[src/rtl/exe_mem_pkg.sv]
// Shared types for the EXE->MEM skid register: the stage payload struct,
// the occupancy state encoding and the default field widths.
package exe_mem_pkg;

  localparam int DEF_DATA_W = 32;
  localparam int DEF_DEST_W = 4;

  // Number of enable bits at the top of a packed payload (wb_en, mem_r_en, mem_w_en)
  localparam int CTRL_W = 3;

  typedef struct packed {
    logic                  wb_en;
    logic                  mem_r_en;
    logic                  mem_w_en;
    logic [DEF_DATA_W-1:0] alu_result;
    logic [DEF_DATA_W-1:0] val_rm;
    logic [DEF_DATA_W-1:0] pc;
    logic [DEF_DATA_W-1:0] instr;
    logic [DEF_DEST_W-1:0] dest;
  } exe_mem_t;

  typedef enum logic [1:0] {
    ST_EMPTY = 2'd0,
    ST_ONE   = 2'd1,
    ST_FULL  = 2'd2
  } state_e;

endpackage

[src/rtl/pipe_skid_slot.sv]
// One payload register with a valid flag. Clear drops the entry and zeroes the
// top CLR_W bits (the enables) while the datapath bits keep their last value.
module pipe_skid_slot #(
  parameter int W     = 8,
  parameter int CLR_W = 1
) (
  input  logic         clk,
  input  logic         rst,
  input  logic         i_load,
  input  logic         i_clear,
  input  logic [W-1:0] i_data,
  output logic         o_valid,
  output logic [W-1:0] o_data
);

  logic         r_valid;
  logic [W-1:0] r_data;

  always_ff @(posedge clk) begin
    if (!rst) begin
      r_valid <= 1'b0;
      r_data  <= '0;
    end else if (i_clear) begin
      r_valid               <= 1'b0;
      r_data[W-1 -: CLR_W]  <= '0;
    end else if (i_load) begin
      r_valid <= 1'b1;
      r_data  <= i_data;
    end
  end

  assign o_valid = r_valid;
  assign o_data  = r_data;

endmodule

[src/rtl/exe_mem_skid_reg.sv]
// EXE->MEM pipeline register with valid/ready handshake and a 2-entry skid buffer.
// Optional macro EXE_MEM_FWD_EN adds the fwd_valid/fwd_dest/fwd_data outputs.
module exe_mem_skid_reg
  import exe_mem_pkg::*;
#(
  parameter int DATA_W = DEF_DATA_W,
  parameter int DEST_W = DEF_DEST_W
) (
  input  logic              clk,
  input  logic              rst,
  input  logic              flush,
  input  logic              in_valid,
  output logic              in_ready,
  input  logic              in_wb_en,
  input  logic              in_mem_r_en,
  input  logic              in_mem_w_en,
  input  logic [DATA_W-1:0] in_alu_result,
  input  logic [DATA_W-1:0] in_val_rm,
  input  logic [DATA_W-1:0] in_pc,
  input  logic [DATA_W-1:0] in_instr,
  input  logic [DEST_W-1:0] in_dest,
  output logic              out_valid,
  input  logic              out_ready,
  output logic              out_wb_en,
  output logic              out_mem_r_en,
  output logic              out_mem_w_en,
  output logic [DATA_W-1:0] out_alu_result,
  output logic [DATA_W-1:0] out_val_rm,
  output logic [DATA_W-1:0] out_pc,
  output logic [DATA_W-1:0] out_instr,
  output logic [DEST_W-1:0] out_dest
`ifdef EXE_MEM_FWD_EN
  ,
  output logic              fwd_valid,
  output logic [DEST_W-1:0] fwd_dest,
  output logic [DATA_W-1:0] fwd_data
`endif
);

  localparam int PAY_W = CTRL_W + 4 * DATA_W + DEST_W;

  state_e             r_state;
  logic               w_accept;
  logic               w_pop;
  logic [PAY_W-1:0]   w_in_pay;
  logic               w_m_load;
  logic               w_m_clear;
  logic [PAY_W-1:0]   w_m_next;
  logic               w_m_valid;
  logic [PAY_W-1:0]   w_m_data;
  logic               w_s_load;
  logic               w_s_clear;
  logic               w_s_valid;
  logic [PAY_W-1:0]   w_s_data;
  logic               w_m_wb_en;
  logic               w_m_mem_r_en;
  logic               w_m_mem_w_en;

  assign w_in_pay = {in_wb_en, in_mem_r_en, in_mem_w_en,
                     in_alu_result, in_val_rm, in_pc, in_instr, in_dest};

  // Ready depends only on the skid slot, so MEM's ready never reaches EXE combinationally
  assign in_ready  = !w_s_valid;
  assign out_valid = w_m_valid;
  assign w_accept  = in_valid & in_ready;
  assign w_pop     = out_valid & out_ready;

  always_comb begin
    w_m_load  = 1'b0;
    w_m_clear = 1'b0;
    w_m_next  = w_in_pay;
    w_s_load  = 1'b0;
    w_s_clear = 1'b0;
    if (flush) begin
      w_m_clear = 1'b1;
      w_s_clear = 1'b1;
    end else begin
      case (r_state)
        ST_EMPTY: w_m_load = w_accept;
        ST_ONE: begin
          w_m_load  = w_accept & w_pop;
          w_s_load  = w_accept & !w_pop;
          w_m_clear = w_pop & !w_accept;
        end
        ST_FULL: begin
          w_m_load  = w_pop;
          w_m_next  = w_s_data;
          w_s_clear = w_pop;
        end
        default: begin
          w_m_clear = 1'b1;
          w_s_clear = 1'b1;
        end
      endcase
    end
  end

  always_ff @(posedge clk) begin
    if (!rst) begin
      r_state <= ST_EMPTY;
    end else if (flush) begin
      r_state <= ST_EMPTY;
    end else begin
      case (r_state)
        ST_EMPTY: if (w_accept) r_state <= ST_ONE;
        ST_ONE: begin
          if (w_accept && !w_pop)      r_state <= ST_FULL;
          else if (w_pop && !w_accept) r_state <= ST_EMPTY;
        end
        ST_FULL:  if (w_pop) r_state <= ST_ONE;
        default:  r_state <= ST_EMPTY;
      endcase
    end
  end

  pipe_skid_slot #(.W(PAY_W), .CLR_W(CTRL_W)) u_slot_m (
    .clk     (clk),
    .rst     (rst),
    .i_load  (w_m_load),
    .i_clear (w_m_clear),
    .i_data  (w_m_next),
    .o_valid (w_m_valid),
    .o_data  (w_m_data)
  );

  pipe_skid_slot #(.W(PAY_W), .CLR_W(CTRL_W)) u_slot_s (
    .clk     (clk),
    .rst     (rst),
    .i_load  (w_s_load),
    .i_clear (w_s_clear),
    .i_data  (w_in_pay),
    .o_valid (w_s_valid),
    .o_data  (w_s_data)
  );

  assign {w_m_wb_en, w_m_mem_r_en, w_m_mem_w_en,
          out_alu_result, out_val_rm, out_pc, out_instr, out_dest} = w_m_data;

  assign out_wb_en    = w_m_valid & w_m_wb_en;
  assign out_mem_r_en = w_m_valid & w_m_mem_r_en;
  assign out_mem_w_en = w_m_valid & w_m_mem_w_en;

`ifdef EXE_MEM_FWD_EN
  // Loads are excluded: their result is not known until MEM completes
  assign fwd_valid = w_m_valid & w_m_wb_en & !w_m_mem_r_en;
  assign fwd_dest  = out_dest;
  assign fwd_data  = out_alu_result;
`endif

endmodule

[config.mk]
export PLATFORM = sky130hd
export DESIGN_NAME = exe_mem_skid_reg
export DESIGN_NICKNAME = d
export VERILOG_FILES = /design/src/rtl/exe_mem_pkg.sv /design/src/rtl/pipe_skid_slot.sv /design/src/rtl/exe_mem_skid_reg.sv
export SDC_FILE = /design/constraint.sdc
export NUM_CORES = 1
export LEC_CHECK = 0
export CAP_MARGIN = 10
export CORE_MARGIN = 2
export CORE_UTILIZATION = 40
export DETAILED_ROUTE_END_ITERATION = 10
export PLACE_DENSITY = 0.63
export REMOVE_ABC_BUFFERS = 1
export SETUP_SLACK_MARGIN = 0.15
export SLEW_MARGIN = 30
export SYNTH_ARGS = -nofsm -noshare
export SYNTH_HDL_FRONTEND = slang
export SYNTH_SLANG_ARGS = --single-unit
[constraint.sdc]
create_clock -name clk -period 4.6 [get_ports clk]
set_clock_uncertainty 0.2 [all_clocks]
set_input_delay 1.15 -clock clk [delete_from_list [all_inputs] [get_ports clk]]
set_output_delay 1.15 -clock clk [all_outputs]
set_load 0.02 [all_outputs]
==> key figures <==
Placed design
  – Placer Congestion: 0.736
  – Placed cell areas: 15400 um2
  – Post-DP HPWL: 19300 um
  – Port buffer count: 276

Timing
  – Peak Freq: 319 MHz
  – Worst Tran Pin Value: 919 ps
  – Min Tclk post-route: 3130 ps
  – RSZ-0062 raised after global routing: no
  – Fin. Hold Viols: 0
  – Worst slew margin: 0.387
  – Final setup TNS: 0 ps
  – Final period util: 0.681
  – Final setup fails: 0
  – Final Slew Violations: 0

Clocking
  – Clock buffer depth: 3
  – Quantity of gates resized following cts: 0
  – Hold Buf Count CTS: 0
  – Root Driver: clkbuf_16
  – CTS tree: done
  – Setup bufs post-CTS: 0
  – Worst-skew pair later-pin latency: 550 ps
  – Clk slew on worst S/H paths: 60 ps
  – CTS buffer count: 30
  – H-tree levels: 1
  – Clk sink count: 274

Setup path
  – CP arrival: 1780 ps
  – Critical Path RT: 3250 ps
  – CP Class: register to output port
  – CP Launch Type: register
  – Critical path capture point type: output port
  – CP max FO: 8

Cells and area
  – Cell area after layout: 16300 um2
  – Final core utilization: 0.491
  – Antenna Cells: 0
  – Most frequent cells in the layout: nand2_1, clkdlybuf4s50_1, dfxtp_1
  – Commonest non-fill, non-tap cell in the layout: nand2_1
  – Layout cells sized above 1: 0.108
  – Area added between synthesis and finish: 22.0%
  – Final #Nets: 1718

Synthesis
  – Post-synth EDFFs: 0
  – Top cell type's share of synthesized area: 0.409
  – Avg Inst Size Synth: 8.80 um2
  – Register area share after synthesis: 0.409
  – Synthesized flop and latch total: 274
  – Yosys top cell by area: dfxtp_1
  – Area contributors post-synth: dfxtp_1, nand2_1, mux2i_1, a21boi_1, buf_4
  – Ys async rst share: 0
  – Main flop type after synthesis: dfxtp_1
  – Distinct cell type count after synthesis: 28
  – Cells after synthesis: 1523
  – Post-synthesis cell area: 13400 um2
  – Synth Warn #: 0

Drt
  – Starting DRT DRC Count: 600
  – Vias per cell: 5.08
  – ANT nets after route: 0
  – Vias post-DR: 10400
  – Total wire length: 33000 um
  – Routed wire per std cell: 16.1 um
  – # DRC: 0
  – Router iterations before antenna repair: 4

Floorplan
  – Num rows: 67
  – Die width: 187 um
  – Die Height: 187 um
  – Ports: 277
  – Core ar.: 33300 um2
  – Die Area: 35000 um2
  – Initial Util: 0.403

Power
  – Worst IR drop on VDD: 0.000305 V
  – Leak: 5.99 nW
  – PD cells: 338 nW/um2

Status
  – Outcome: finished, final reports clean

Global routing
  – GRT Total Usage: 0.181
  – First-pass GRT wire length: 52900 um
  – Vias in the first global route: 9749
  – GRT Residual Overflow: 0
  – Antenna violations before repair: 1
  – Largest net degree at the start of global routing: 188

Job
  – Max Cap Viol: 0

Hold path
  – HP Class: register to register
flip-flops by register name, indices dropped and copies added, names as in the netlist:
signal and count:
u_slot_s.o_valid 1, u_slot_m.o_valid 1, u_slot_s.o_data 135, r_state 2, u_slot_m.o_data 135
Yosys cell counts, types with 3 or more instances:
cell type,n
buf_4,133
buf_1,15
a21boi_1,133
and2_1,4
buf_6,9
o211ai_1,132
dfxtp_1,274
a21oi_1,7
or3b_2,104
ha_1,3
clkbuf_1,99
nand2_1,403
inv_1,5
o21ai_1,3
mux2i_1,135
o2111ai_1,3
nor2b_1,4
nand3_1,4
buf_2,13
or3b_1,31
per-stage QoR:
| step | total power, W | setup slack, ps | hold WS (ps) | std cells |
|---|---|---|---|---|
| 3_5_place_dp | 0.00323 | 1050 | 240 | 1991 |
| 3_3_place_gp | 0.00322 | 1110 | 235 | 1991 |
| 6_report | 0.00552 | 1470 | 247 | 2044 |
| 2_1_floorplan | 0.00287 | -7150 | 230 | 1254 |
| 5_1_grt | 0.00574 | 1360 | 263 | 2044 |
| 4_1_cts | 0.00560 | 1420 | 248 | 2044 |
final timing paths:
check | startpoint | endpoint | slack, ps | cells past startpoint
setup / recovery | u_slot_m.o_valid | out_wb_en | 1470 | 2
hold / removal | u_slot_s.o_data[113] | u_slot_s.o_data[113] | 250 | 2
setup reg to reg | r_state[0] | u_slot_m.o_data[13] | 1790 | 5
hold reg to reg | u_slot_s.o_data[113] | u_slot_s.o_data[113] | 250 | 2
report_power, final:
part | total [W] | internal, W | switching (W)
Sequential | 0.00251 | 0.00245 | 0.0000573
Combinational | 0.000659 | 0.000341 | 0.000317
Clock | 0.00235 | 0.00139 | 0.000964
critical path: stages (launching register included):
cell and delay, ps:
dfxtp_1 440, and2_1 190, clkdlybuf4s50_1 610
logic make-up (layout without fill, tap and decap cells):
logic type / count (synthesis) / after routing / synth area share
AOI/OAI and AO/OA: 280 / 280 / 0.155
adders and majority gates: 3 / 3 / 0.00280
buffers and inverters: 274 / 347 / 0.120
DFF: 274 / 274 / 0.409
muxes: 135 / 135 / 0.101
and+or+nand+nor: 557 / 557 / 0.211
routing by layer:
layer  track usage  up-vias  part of all wire
met5             0        -           0.00045
met4        0.0397        2             0.019
met3        0.0355       43             0.052
met2         0.282      260              0.45
met1         0.258     4910              0.48
li1              -     5167                 -
layout make-up:
cell class | count | area [um2]
repair buffers | 289 | 2950
inverters | 5 | 18.8
flip-flops and latches | 274 | 5490
multi-input cells | 975 | 6350
clock buffers | 44 | 895
fillers | 3153 | 16900
well taps | 448 | 561
clock inverters | 9 | 72.6
Power figures use the tool's default switching activity.
